--- config.mk ---
export PLATFORM = sky130hd
export DESIGN_NAME = iq_wakeup_select
export DESIGN_NICKNAME = d
export VERILOG_FILES = /design/src/rtl/iq_pkg.sv /design/src/rtl/age_picker.sv /design/src/rtl/iq_wakeup_select.sv
export SDC_FILE = /design/constraint.sdc
export NUM_CORES = 1
export LEC_CHECK = 0
export CORE_MARGIN = 2
export CORE_UTILIZATION = 50
export CTS_BUF_LIST = sky130_fd_sc_hd__clkbuf_16
export DETAILED_ROUTE_END_ITERATION = 6
export HOLD_SLACK_MARGIN = 0.03
export PLACE_DENSITY = 0.82
export SYNTH_ARGS = -nofsm -noshare
export SYNTH_HDL_FRONTEND = slang
export SYNTH_SLANG_ARGS = --single-unit
--- constraint.sdc ---
create_clock -name clk -period 23.7 [get_ports clk]
set_clock_uncertainty 0.2 [all_clocks]
set_input_delay 4.74 -clock clk [delete_from_list [all_inputs] [get_ports clk]]
set_output_delay 4.74 -clock clk [all_outputs]
set_load 0.005 [all_outputs]
--- src/rtl/iq_pkg.sv ---
// ----------------------------------------------------------------------------
// | Module   : iq_pkg                                                         |
// | Purpose  : Shared constants and helpers for the issue-queue wakeup/select |
// | Revision : 1.0 - initial release                                          |
// ----------------------------------------------------------------------------
`default_nettype none

package iq_pkg;

  localparam int IQ_DEPTH  = 16;
  localparam int PRF_WIDTH = 6;
  localparam int AGE       = 5;
  localparam int IDX_W     = $clog2(IQ_DEPTH);

  // Number of issue/wakeup ports and depth of each wakeup delay line
  localparam int NUM_PORTS = 2;
  localparam int WK_STAGES = 3;

  // Execution latency encodings (0 is treated as single-cycle)
  localparam logic [1:0] LAT_1 = 2'd1;
  localparam logic [1:0] LAT_2 = 2'd2;
  localparam logic [1:0] LAT_3 = 2'd3;

  // Delay-line position (L-1) at which a broadcast with latency 'lat' is booked
  function automatic logic [1:0] lat_slot(input logic [1:0] lat);
    case (lat)
      LAT_2:   lat_slot = 2'd1;
      LAT_3:   lat_slot = 2'd2;
      default: lat_slot = 2'd0;
    endcase
  endfunction

endpackage

`default_nettype wire

--- src/rtl/age_picker.sv ---
// ----------------------------------------------------------------------------
// | Module   : age_picker                                                     |
// | Purpose  : Combinational oldest-request selector built as a compare tree; |
// |            equal ages resolve to the lower index                          |
// | Revision : 1.0 - initial release                                          |
// ----------------------------------------------------------------------------
`default_nettype none

module age_picker #(
  parameter int N     = 16,
  parameter int AGE_W = 5,
  parameter int IDX_W = 4
) (
  input  logic [N-1:0]       req,
  input  logic [N*AGE_W-1:0] age,
  output logic               gnt_valid,
  output logic [IDX_W-1:0]   gnt_idx
);

  localparam int LEVELS = $clog2(N);

  // Level 0 holds the raw requests; each further level halves the survivors.
  // The final compare sits outside the loop because the root age is not needed.
  for (genvar l = 0; l < LEVELS; l++) begin : g_lvl
    localparam int W = N >> l;
    logic [W-1:0]     v;
    logic [AGE_W-1:0] a [W];
    logic [IDX_W-1:0] x [W];

    if (l == 0) begin : g_leaf
      for (genvar j = 0; j < W; j++) begin : g_in
        assign v[j] = req[j];
        assign a[j] = age[j*AGE_W +: AGE_W];
        assign x[j] = IDX_W'(j);
      end
    end else begin : g_node
      for (genvar j = 0; j < W; j++) begin : g_cmp
        logic w_sel_r;
        // Right child wins only when strictly older, so ties keep the lower index
        assign w_sel_r = g_lvl[l-1].v[2*j+1] &
                         (~g_lvl[l-1].v[2*j] | (g_lvl[l-1].a[2*j+1] < g_lvl[l-1].a[2*j]));
        assign v[j] = g_lvl[l-1].v[2*j] | g_lvl[l-1].v[2*j+1];
        assign a[j] = w_sel_r ? g_lvl[l-1].a[2*j+1] : g_lvl[l-1].a[2*j];
        assign x[j] = w_sel_r ? g_lvl[l-1].x[2*j+1] : g_lvl[l-1].x[2*j];
      end
    end
  end

  logic w_root_sel_r;

  // Root compare between the two surviving halves
  assign w_root_sel_r = g_lvl[LEVELS-1].v[1] &
                        (~g_lvl[LEVELS-1].v[0] | (g_lvl[LEVELS-1].a[1] < g_lvl[LEVELS-1].a[0]));
  assign gnt_valid    = g_lvl[LEVELS-1].v[0] | g_lvl[LEVELS-1].v[1];
  assign gnt_idx      = w_root_sel_r ? g_lvl[LEVELS-1].x[1] : g_lvl[LEVELS-1].x[0];

endmodule

`default_nettype wire

--- src/rtl/iq_wakeup_select.sv ---
// ----------------------------------------------------------------------------
// | Module   : iq_wakeup_select                                               |
// | Purpose  : Dual-port oldest-ready select with registered issue ports and  |
// |            latency-aligned, collision-free wakeup tag broadcast           |
// | Revision : 1.0 - initial release                                          |
// ----------------------------------------------------------------------------
`default_nettype none

module iq_wakeup_select #(
  parameter int IQ_DEPTH  = iq_pkg::IQ_DEPTH,
  parameter int PRF_WIDTH = iq_pkg::PRF_WIDTH,
  parameter int AGE       = iq_pkg::AGE,
  parameter int IDX_W     = iq_pkg::IDX_W
) (
  input  logic                          clk,
  input  logic                          rst_n,
  input  logic [IQ_DEPTH-1:0]           ent_valid,
  input  logic [IQ_DEPTH-1:0]           ent_rdy,
  input  logic [IQ_DEPTH*AGE-1:0]       ent_age,
  input  logic [IQ_DEPTH*PRF_WIDTH-1:0] ent_prd,
  input  logic [IQ_DEPTH-1:0]           ent_prd_v,
  input  logic [IQ_DEPTH*2-1:0]         ent_lat,
  input  logic                          fu_stall,
  input  logic                          flush,
  output logic                          iss0_valid,
  output logic                          iss1_valid,
  output logic [IDX_W-1:0]              iss0_idx,
  output logic [IDX_W-1:0]              iss1_idx,
  output logic [IQ_DEPTH-1:0]           issued_mask,
  output logic                          wk0_valid,
  output logic                          wk1_valid,
  output logic [PRF_WIDTH-1:0]          wk0_tag,
  output logic [PRF_WIDTH-1:0]          wk1_tag
);

  import iq_pkg::*;

  // The reservation register doubles as the valid column of the wakeup delay
  // line: a booked bit is exactly a pending broadcast at that stage.
  logic [WK_STAGES-1:0] r_res     [NUM_PORTS];
  logic [PRF_WIDTH-1:0] r_tag     [NUM_PORTS][WK_STAGES];
  logic                 r_iss_v   [NUM_PORTS];
  logic [IDX_W-1:0]     r_iss_idx [NUM_PORTS];
  logic [IQ_DEPTH-1:0]  r_issued_mask;

  logic [IQ_DEPTH-1:0]  w_cand;
  logic [WK_STAGES-1:0] w_res_sh  [NUM_PORTS];
  logic [IQ_DEPTH-1:0]  w_elig    [NUM_PORTS];
  logic [IQ_DEPTH-1:0]  w_req0;
  logic [IQ_DEPTH-1:0]  w_req1;
  logic [IQ_DEPTH-1:0]  w_win0_oh;
  logic                 w_pick0_v;
  logic                 w_pick1_v;
  logic [IDX_W-1:0]     w_pick0_idx;
  logic [IDX_W-1:0]     w_pick1_idx;
  logic                 w_gnt     [NUM_PORTS];
  logic [IDX_W-1:0]     w_idx     [NUM_PORTS];
  logic [WK_STAGES-1:0] w_load    [NUM_PORTS];
  logic [PRF_WIDTH-1:0] w_tag     [NUM_PORTS];
  logic [IQ_DEPTH-1:0]  w_mask_nxt;

  // Candidates and per-port eligibility against the advanced reservations
  always_comb begin
    w_cand = ent_valid & ent_rdy & ~r_issued_mask;
    for (int p = 0; p < NUM_PORTS; p++) begin
      w_res_sh[p] = r_res[p] >> 1;
      w_elig[p]   = '0;
      for (int i = 0; i < IQ_DEPTH; i++) begin
        w_elig[p][i] = w_cand[i] &
                       (~ent_prd_v[i] | ~w_res_sh[p][lat_slot(ent_lat[2*i +: 2])]);
      end
    end
  end

  // Port 1 competes over its own eligible set minus the port 0 winner
  always_comb begin
    w_win0_oh = '0;
    if (w_pick0_v) begin
      w_win0_oh[w_pick0_idx] = 1'b1;
    end
  end

  assign w_req0 = w_elig[0];
  assign w_req1 = w_elig[1] & ~w_win0_oh;

  age_picker #(
    .N     (IQ_DEPTH),
    .AGE_W (AGE),
    .IDX_W (IDX_W)
  ) u_pick0 (
    .req       (w_req0),
    .age       (ent_age),
    .gnt_valid (w_pick0_v),
    .gnt_idx   (w_pick0_idx)
  );

  age_picker #(
    .N     (IQ_DEPTH),
    .AGE_W (AGE),
    .IDX_W (IDX_W)
  ) u_pick1 (
    .req       (w_req1),
    .age       (ent_age),
    .gnt_valid (w_pick1_v),
    .gnt_idx   (w_pick1_idx)
  );

  // Final grants (stall suppresses them) and the booking each grant makes
  always_comb begin
    w_gnt[0]   = w_pick0_v & ~fu_stall;
    w_gnt[1]   = w_pick1_v & ~fu_stall;
    w_idx[0]   = w_pick0_idx;
    w_idx[1]   = w_pick1_idx;
    w_mask_nxt = '0;
    for (int p = 0; p < NUM_PORTS; p++) begin
      w_load[p] = '0;
      w_tag[p]  = ent_prd[w_idx[p]*PRF_WIDTH +: PRF_WIDTH];
      if (w_gnt[p]) begin
        w_mask_nxt[w_idx[p]] = 1'b1;
        if (ent_prd_v[w_idx[p]]) begin
          w_load[p] = WK_STAGES'(1) << lat_slot(ent_lat[2*w_idx[p] +: 2]);
        end
      end
    end
  end

  // Issue registers, in-flight mask, reservations and tag delay lines
  always_ff @(posedge clk or negedge rst_n) begin
    if (!rst_n) begin
      r_issued_mask <= '0;
      for (int p = 0; p < NUM_PORTS; p++) begin
        r_iss_v[p]   <= 1'b0;
        r_iss_idx[p] <= '0;
        r_res[p]     <= '0;
        for (int k = 0; k < WK_STAGES; k++) begin
          r_tag[p][k] <= '0;
        end
      end
    end else if (flush) begin
      r_issued_mask <= '0;
      for (int p = 0; p < NUM_PORTS; p++) begin
        r_iss_v[p]   <= 1'b0;
        r_iss_idx[p] <= '0;
        r_res[p]     <= '0;
        for (int k = 0; k < WK_STAGES; k++) begin
          r_tag[p][k] <= '0;
        end
      end
    end else begin
      r_issued_mask <= w_mask_nxt;
      for (int p = 0; p < NUM_PORTS; p++) begin
        r_iss_v[p]   <= w_gnt[p];
        r_iss_idx[p] <= w_gnt[p] ? w_idx[p] : '0;
        r_res[p]     <= w_res_sh[p] | w_load[p];
        for (int k = 0; k < WK_STAGES - 1; k++) begin
          r_tag[p][k] <= w_load[p][k] ? w_tag[p] : r_tag[p][k+1];
        end
        r_tag[p][WK_STAGES-1] <= w_load[p][WK_STAGES-1] ? w_tag[p] : '0;
      end
    end
  end

  assign iss0_valid  = r_iss_v[0];
  assign iss1_valid  = r_iss_v[1];
  assign iss0_idx    = r_iss_idx[0];
  assign iss1_idx    = r_iss_idx[1];
  assign issued_mask = r_issued_mask;
  assign wk0_valid   = r_res[0][0];
  assign wk1_valid   = r_res[1][0];
  assign wk0_tag     = r_tag[0][0];
  assign wk1_tag     = r_tag[1][0];

endmodule

`default_nettype wire

==> results by stage <==
Status:
- The run finished with clean final reports.

CTS:
- The clock tree buffer depth is 2.
- CTS built an H-tree with a depth of 3.
- For this design, the sink count on the clock tree is 68.
- The worst-skew pair later-pin latency is 350 ps.
- Counting the buffers created by CTS gives 9.
- TritonCTS built the clock tree.
- The total of hold buffers inserted after clock tree synthesis is 0.
- The buffer cell driving the clock tree root is sky130_fd_sc_hd__clkbuf_16.
- After clock tree synthesis, the clock-pin slew on the worst setup and hold paths is 60 ps.

Setup path:
- In this run the critical register-to-register path is launched from r_res[4].
- On the worst path, the slowest cell contributes a delay of 830 ps.
- The worst register-to-register path has a depth of 61.
- The critical path is of the in -> reg type.
- Of all nets on the critical path, the largest fanout is 28.
- The capture instance of the worst register-to-register path is wk1_tag[3].
- The worst setup path is launched from an input port.
- The register-to-register setup slack is 5780 ps.
- Among all stages on the critical path, the largest delay is contributed by sky130_fd_sc_hd__a2111oi_0.
- Data arrives at the worst endpoint at 22850 ps.
- STA classifies the critical path endpoint as a register.
- By instance count, the cell type seen most on the critical path is sky130_fd_sc_hd__a21o_1.
- For the worst setup path, the data required time is 23760 ps.

Worst hold path:
- The path with the worst hold slack has its endpoint at r_tag[24].
- The depth of the worst hold-timing path is 2.
- In this run the most critical hold path is launched from r_tag[18].
- The tightest min-delay check is of the reg -> reg type.

Run:
- The tool flagged a number of max-cap violations equal to 0.

Synthesis:
- For this run, the leading register cell type out of synthesis is sky130_fd_sc_hd__dfrtp_1.
- Of all flip-flops after synthesis, the portion carrying an async set or reset was 100.0%.
- The number of synthesized flops with an enable pin is 0.
- The post-synthesis cell type count is 104.
- The synthesized design contains 68 register bits.
- The sequential area share after synthesis is 14.95%.
- The synthesized area per cell is around 7.4 µm².
- The cell area that synthesis handed to floorplanning was 11380 µm².
- The number of nets in the synthesized netlist is 1874.
- The total of warnings raised by yosys is 0.
- Synthesis produced a netlist whose cell count is 1528.

Global routing:
- Summed over all layers, the global routing overflow is 0.
- The first global-routing pass estimated roughly 78000 µm of wire.
- The pin count of the biggest net entering global routing is just under 70.
- The number of global-route vias before repair came to roughly 13k.
- The number of antenna violations at the first check in global routing came to 1.
- The total global routing track utilization is 41.77%.

STA:
- Dividing the final minimum period by the clock period gives 96.16%.
- The maximum achievable frequency is roughly 0.044 GHz.
- In the final timing run, aggregate negative setup slack is 0 ps.
- The hold violation count in the final report came to 0.
- The relative slew slack is 20.62%.
- The worst-margin pin slew is about 1200 ps.
- The worst path needs 22790 ps of the cycle, external delays included.
- The max-slew violation count was 0.
- Setup repair after global routing left no endpoint under its margin.
- Setup violations remaining at the end of the flow were counted as 0.

Floorplan:
- Once the floorplan was initialized, standard cells occupied around 50% of the core.
- The total area inside the core boundary comes to between 20000 and 25000 µm².
- The die is around 150 µm wide.
- The die covers 23990 µm².
- The height of the chip is 154.9 µm.
- During I/O placement, the number of pins put on the boundary was 300.
- After floorplanning, the core was divided into 55 placement rows.

Final layout:
- The multi-input gate area in the final layout is 9022 µm².
- The number of fill cells in the layout is a little under 2k.
- The net count of the finished layout is approximately 2.1k.
- In the final layout, flip-flops and latches occupy 1702 µm².
- The proportion of layout cells with a drive suffix above 1 is 5.906%.
- The area growth from synthesis to layout is 30.23%.

Drt:
- Dividing the detail-routed wire length by the instance count gives 25.27 µm.
- For this run, design rule violations remaining after detail routing come to 0.
- The overall via count from detail_route is 14.39k.
- The final layout contains routed wiring with a total length of 52200 µm.
- The number of violations reported at the end of detailed-routing iteration 0 is about 2.0k.
- For this run, the detailed router's first-pass iteration total came to 6.
- The number of nets still failing antenna checks after routing is 0.
- Dividing the detail-routed via count by the number of cells gives 6.964.

Placement:
- The wire-length estimate of the detail-placed layout is around 41000 µm.
- The routability-driven placement congestion ratio is 1.063.
- The number of buffers added on ports is 299.
[synthesized netlist by cell type (7+ instances only)]
library cell	count	area (µm²)
sky130_fd_sc_hd__nor2_1	122	457.9
sky130_fd_sc_hd__o21a_1	17	127.6
sky130_fd_sc_hd__and3_1	19	118.9
sky130_fd_sc_hd__o21ai_0	125	625.6
sky130_fd_sc_hd__and4_1	13	113.9
sky130_fd_sc_hd__o2111ai_1	7	61.31
sky130_fd_sc_hd__buf_4	17	127.6
sky130_fd_sc_hd__o22ai_1	85	531.8
sky130_fd_sc_hd__nor4_1	13	81.33
sky130_fd_sc_hd__nand3_1	48	240.2
sky130_fd_sc_hd__clkbuf_1	42	157.7
sky130_fd_sc_hd__nor3_1	26	130.1
sky130_fd_sc_hd__buf_1	8	30.03
sky130_fd_sc_hd__o211ai_1	9	67.56
sky130_fd_sc_hd__nand4_1	17	106.4
sky130_fd_sc_hd__buf_2	10	50.05
sky130_fd_sc_hd__a21o_1	30	225.2
sky130_fd_sc_hd__a21oi_1	119	595.6
sky130_fd_sc_hd__and4b_1	12	120.1
sky130_fd_sc_hd__o211a_1	7	70.07
sky130_fd_sc_hd__a21boi_0	13	97.59
sky130_fd_sc_hd__a211oi_1	17	127.6
sky130_fd_sc_hd__mux2i_1	76	760.7
sky130_fd_sc_hd__or3_1	22	137.6
sky130_fd_sc_hd__a2111oi_0	12	105.1
sky130_fd_sc_hd__nor2b_1	22	137.6
sky130_fd_sc_hd__nand2_1	98	367.9
sky130_fd_sc_hd__and3b_1	10	87.58
sky130_fd_sc_hd__dfrtp_1	68	1702
sky130_fd_sc_hd__a31oi_1	14	87.58
sky130_fd_sc_hd__inv_1	88	330.3
sky130_fd_sc_hd__and2_1	15	93.84
sky130_fd_sc_hd__nand3b_1	31	232.7
sky130_fd_sc_hd__nand2b_1	35	219.0
sky130_fd_sc_hd__mux2_2	25	281.5
sky130_fd_sc_hd__o221ai_1	9	78.83
sky130_fd_sc_hd__o21ai_1	7	35.03
sky130_fd_sc_hd__ha_1	86	1076
[registers in the layout, indices dropped and copies added (netlist names)]
signal	count
r_tag	24
issued_mask	16
wk0_tag	6
wk1_tag	6
iss0_idx	4
iss1_idx	4
r_res	4
iss0_valid	1
iss1_valid	1
wk0_valid	1
wk1_valid	1
[per-stage QoR]
step / instance area [µm²] / hold slack [ps] / cells / util [%] / worst slack [ps]
final: 14820 / 299.2 / 2066 / 65.87 / 909.1
after global routing: 14820 / 310.5 / 2065 / 65.86 / 42.45
after CTS: 14810 / 297.1 / 2063 / 65.80 / 1073
after detailed placement: 14500 / 281.1 / 2047 / 64.43 / 788.2
after global placement: 14500 / 267.9 / 2047 / 64.43 / 1392
after floorplan: 11380 / 261.4 / 1528 / - / 4154
[final cells by class]
type	instances	share of cell area, %
Timing Repair Buffer	313	20.87
Multi-Input combinational cell	1292	60.87
Sequential cell	68	11.48
Clock inverter	7	0.5571
Tap cell	285	2.406
Inverter	89	2.254
Antenna cell	3	0.05065
Clock buffer	9	1.519
[worst max-delay path, delay by kind of cell]
kind                     cells  cell delay, ps
buffers and inverters        3             640
adder cells (fa/ha/maj)      7            2000
AO/OA/AOI/OAI               36            9990
AND/OR/NAND/NOR             13            3550
multiplexers                 5            1900
[how the worst max path moves through the flow]
stage | to | cells past startpoint | from
after global placement | wk1_tag[4] | 64 | ent_age[21]
after detailed placement | wk1_tag[5] | 64 | ent_age[21]
after CTS | wk1_tag[3] | 64 | ent_age[21]
final | wk1_tag[3] | 64 | ent_age[21]
after global routing | wk1_tag[3] | 65 | ent_age[21]
after floorplan | wk1_tag[0] | 69 | ent_age[52]
[cell usage in the layout, fill, tap and decap left out, drive strengths merged, types with 17 or more instances in the layout]
cell type,netlist,final
clkdlybuf4s50,0,298
o21ai,132,132
nor2,124,124
a21oi,121,121
nand2,100,100
inv,88,92
ha,86,86
o22ai,85,85
mux2i,77,77
dfrtp,68,68
nand3,49,49
nand2b,35,35
nand3b,31,31
a21o,30,30
mux2,30,30
nor3,28,28
nor2b,22,22
or3,22,22
and3,19,19
a211oi,19,19
nand4,18,18
o21a,17,17
a21boi,17,17
[cells by family after synthesis]
kind of cell    after synthesis  share of synthesized area, %
flops                        68                         14.95
simple gates                535                         25.81
mux                         108                         10.00
fa+ha+maj                    86                         9.454
buf+inv                     168                         6.343
compound gates              563                         33.44
[layer usage]
layer / GRT usage, % / part of all wire, %
met1: 55.32 / 39
met2: 65.16 / 43
met3: 6.713 / 12
met4: 23.02 / 6.9
met5: 0 / 0
[timing repair]
item / CTS / global route
buffers inserted: 0 / 0
hold endpoints to repair: 0 / 0
endpoints found under the setup margin: 0 / 15
resized for setup: 0 / 3
Power is left out: the tool's default activity adds up to more than one toggle a clock period on the data nets, which glitch-free logic cannot reach.
